`src/rtl/packed_word_assembler.sv`:
```
// Serial-to-parallel word assembler: packs accepted serial bits into a WIDTH-bit word,
// LSB-first or MSB-first, with early flush of a partial word and its bit count.
module packed_word_assembler #(
  parameter int WIDTH     = 16,
  parameter bit MSB_FIRST = 1'b0,
  localparam int CW       = $clog2(WIDTH + 1)
) (
  input  logic             clk,
  input  logic             rst,
  input  logic             bit_valid,
  input  logic             bit_in,
  output logic             bit_ready,
  input  logic             flush,
  output logic             word_valid,
  input  logic             word_ready,
  output logic [WIDTH-1:0] word_data,
  output logic [CW-1:0]    word_len,
  output logic             dbg_state,
  output logic [CW-1:0]    dbg_count
);

  // Handshakes: a transfer happens on a posedge where valid && ready are both high.
  // bit_ready and word_valid come straight from the state register, so no input
  // reaches an output combinationally.
  typedef enum logic {COLLECT = 1'b0, HOLD = 1'b1} state_t;

  state_t           state, state_n;
  logic [CW-1:0]    count, count_n, count_inc, idx;
  logic [CW-1:0]    len_q, len_n;
  logic [WIDTH-1:0] shreg, shreg_n;
  logic             accept;

  assign accept    = (state == COLLECT) && bit_valid;
  assign count_inc = count + {{(CW-1){1'b0}}, accept};
  assign idx       = MSB_FIRST ? (CW'(WIDTH - 1) - count) : count;

  always_ff @(posedge clk) begin
    if (rst) begin
      state <= COLLECT;
      count <= '0;
      shreg <= '0;
      len_q <= '0;
    end else begin
      state <= state_n;
      count <= count_n;
      shreg <= shreg_n;
      len_q <= len_n;
    end
  end

  always_comb begin
    state_n = state;
    count_n = count;
    shreg_n = shreg;
    len_n   = len_q;
    case (state)
      COLLECT: begin
        for (int i = 0; i < WIDTH; i++) begin
          if (accept && (idx == CW'(i))) shreg_n[i] = bit_in;
        end
        count_n = count_inc;
        // A completing bit wins over a coincident flush: the word is simply full.
        if (count_inc == CW'(WIDTH)) begin
          state_n = HOLD;
          len_n   = CW'(WIDTH);
        end else if (flush && (count_inc != '0)) begin
          state_n = HOLD;
          len_n   = count_inc;
        end
      end
      HOLD: begin
        if (word_ready) begin
          state_n = COLLECT;
          count_n = '0;
          shreg_n = '0;
          len_n   = '0;
        end
      end
      default: state_n = COLLECT;
    endcase
  end

  assign bit_ready  = (state == COLLECT);
  assign word_valid = (state == HOLD);
  assign word_data  = shreg;
  assign word_len   = len_q;
  assign dbg_state  = state;
  assign dbg_count  = count;

endmodule

```
`config.mk`:
```
export PLATFORM = sky130hd
export DESIGN_NAME = packed_word_assembler
export DESIGN_NICKNAME = d
export VERILOG_FILES = /design/src/rtl/packed_word_assembler.sv
export SDC_FILE = /design/constraint.sdc
export NUM_CORES = 1
export LEC_CHECK = 0
export ABC_AREA = 1
export CORE_MARGIN = 10
export CORE_UTILIZATION = 43
export DETAILED_ROUTE_END_ITERATION = 16
export GPL_ROUTABILITY_DRIVEN = 0
export PLACE_DENSITY = 0.75
export SYNTH_ARGS = -nofsm -noshare
export SYNTH_HDL_FRONTEND = slang
export SYNTH_SLANG_ARGS = --single-unit
export TNS_END_PERCENT = 20
```
`constraint.sdc`:
```
create_clock -name clk -period 2.2 [get_ports clk]
set_clock_uncertainty 0.15 [all_clocks]
set_input_delay 0.33 -clock clk [delete_from_list [all_inputs] [get_ports clk]]
set_output_delay 0.33 -clock clk [all_outputs]
set_load 0.01 [all_outputs]
```
==> impl_results.md <==
* CTS tree: done
* Post-synth cell types at 28
* Final WL at 3.53 mm
* Hold-fix buffers, CTS at 0
* Critical path data arrival time at 2230 ps
* DRC errors left at 0
* Vias in the first global route at 1300
* First-pass GRT wire length at 6.00 mm
* Dominant synthesized flop cell: dfxtp_1
* Clk sinks at 27
* Avg Inst Size Synth at 7.61 sq um
* Startpoint Class: input port
* DR vias at 1317
* Largest net degree at the start of global routing at 18
* Worst reg2reg path depth at 11
* DR WL/cell at 14.0 um
* Die W at 75.7 um
* Initial Utilization at 0.444
* Multi-input logic area at 693 sq um
* Slew @ Worst Pin at 542 ps
* GR Overflow Total at 0
* Crit path cell chain: clkdlybuf4s50_1 > inv_1 > nor2_2 > ha_2 > ha_1 > or2_4 > nor2_4 > nand3_2 > nand2_4 > nand2_4 > nand2_4 > nand2_2 > a21oi_2
* Asr flop ratio synth at 0
* Routed vias/inst at 5.23
* DP HPWL at 2.79 mm
* F_max at 0.476 GHz
* Post-Syn Area at 1330 sq um
* Launching point of the worst reg2reg path: dbg_state
* Skew-Pair Late Insertion Delay at 330 ps
* Ys Warns at 0
* Placed Cells at 247
* Non-filler cells, final at 252
* Final Critical Period at 2100 ps
* Hold Path Origin: word_data[7]
* Slew HR at 0.638
* Static leakage at 0.683 nW
* Yosys top cell by area: dfxtp_1
* Post-synthesis sequential area ratio at 0.406
* Io pins at 35
* Setup TNS at 0 ps
* CTS buffer count at 3
* Clk root buf: clkbuf_4
* Sequential cell area at 541 sq um
* Core area at 3000 sq um
* CP required at 2330 ps
* Final Setup Violations at 0
* DR pass1 iterations at 4
* Layout cells sized above 1 at 0.219
* RSZ-0062 raised after global routing: true
* Max FO, Critical Path at 5
* # H-tree levels at 1
* MaxCap Viol Count at 0
* Post-synth top cells: 34 x nand2_1, 27 x dfxtp_1, 14 x nor3_1
* Max Slew Vio Count at 0
* Min-delay worst type: reg -> reg
* FILL cells at 292
* Post-Syn Nets at 183
* Total Power at 1.52 mW
* Initial drt markers at 97
* Fin crit share at 0.955
* # port buffers at 34
* GRT Total Usage at 0.134
* Synth Instances at 175
* Row cnt at 20
* Status: completed
* Top-count cell post-synth: nand2_1
* Antenna violations before repair at 0
* Hold Fails Final Rpt at 0
* FF-to-FF setup slack at 260 ps
* WHS Path Cells at 2
* Power per cell area at 842 nW/um^2
* Yosys top cell area share at 0.406
* Max VDD drop at 0.000566 V
* Worst-path clk slew at 140 ps
* Max incr delay on CP at 450 ps
* Hold path endpoint: word_data[7]
* Post-synth EDFFs at 0
* Die area at 5730 sq um
* Most frequent CP cell: nand2_4
* Diodes inserted at 0
* Synth top area cells: dfxtp_1 41%, nand2_1 9.6%, nor3_1 5.3%
* Synthesized flop and latch total at 27
* CP max stage cell: clkdlybuf4s50_1
* Antenna viol nets, final at 0
* Worst reg2reg endpoint: word_len[2]
* Crit. End Element: flip-flop
* Layout overhead on the synthesized area at 35.9%
* Final Net Count at 228
* Die Height at 75.7 um
* CP Class: in -> reg
* Max Root-Sink Buffers at 2
## how the worst max path moves through the flow
stage | to | cells after the start | slack [ps] | startpoint
6_report | word_len[2] | 13 | 100 | bit_valid
4_1_cts | word_len[1] | 13 | 10 | bit_valid
3_5_place_dp | word_len[1] | 13 | -370 | bit_valid
2_1_floorplan | word_len[0] | 12 | 60 | dbg_state
5_1_grt | word_len[2] | 13 | -10 | bit_valid
3_3_place_gp | word_len[2] | 13 | -310 | bit_valid
## per-layer routing
metal	share of wire	GRT usage	wire length, um
met1	0.39	0.155	1390
met2	0.48	0.219	1710
met3	0.10	0.0378	354
met4	0.021	0.0742	74
met5	0	0	0
## registers in the layout, indices dropped and copies added, names as in the netlist
| name | count |
|---|---|
| dbg_count | 5 |
| dbg_state | 1 |
| word_data | 16 |
| word_len | 5 |
## power by group
part	internal, mW	switching, mW	leakage [nW]
clock	0.0713	0.147	0.0150
sequential	0.531	0.0276	0.218
combinational	0.315	0.432	0.450
total	0.917	0.607	0.683
## stage by stage
step / cell area, sq um / hold slack (ps) / setup slack [ps] / utilization
6_report: 1810 / 329 / 99.7 / 0.603
2_1_floorplan: 1330 / 337 / 64.5 / -
5_1_grt: 1810 / 347 / -14.7 / 0.603
3_5_place_dp: 1760 / 313 / -370 / 0.587
4_1_cts: 1800 / 334 / 9.55 / 0.599
3_3_place_gp: 1760 / 306 / -311 / 0.587
## kinds of logic (layout without fill, tap and decap cells)
family                   Yosys count  after routing  synth area share
buffers and inverters             26             70            0.0854
AO/OA/AOI/OAI                     33             33             0.161
adder cells (fa/ha/maj)            2              2            0.0188
AND/OR/NAND/NOR                   87             87             0.330
flip-flops                        27             27             0.406
## final cells by class
cell class,count,area share
multi-input cells,122,0.383
flip-flops and latches,27,0.299
repair buffers,47,0.242
inverters,19,0.0394
well taps,33,0.0228
clock buffers,4,0.0145
## critical path: cells and delay by family
family          cells  cell delay, ps
buf+inv             2             490
compound gates      1             120
simple gates        8             860
fa+ha+maj           2             430
## layout by cell type, fill, tap and decap left out, types with 7 or more instances in the layout
cell | netlist | final
nand2_1 | 34 | 34
clkdlybuf4s50_1 | 0 | 34
dfxtp_1 | 27 | 27
nor3_1 | 14 | 14
inv_1 | 13 | 13
buf_4 | 2 | 13
a21oi_1 | 11 | 11
nand2_2 | 9 | 9
nor2_1 | 8 | 8
a22oi_1 | 7 | 7
## timing repair
item / CTS / global route
endpoints found under the setup margin: 4 / 5
pin swaps: 1 / 5
buffers inserted: 1 / 0
gates resized for setup: 1 / 3
No activity file was read; power rests on OpenSTA's default activity.
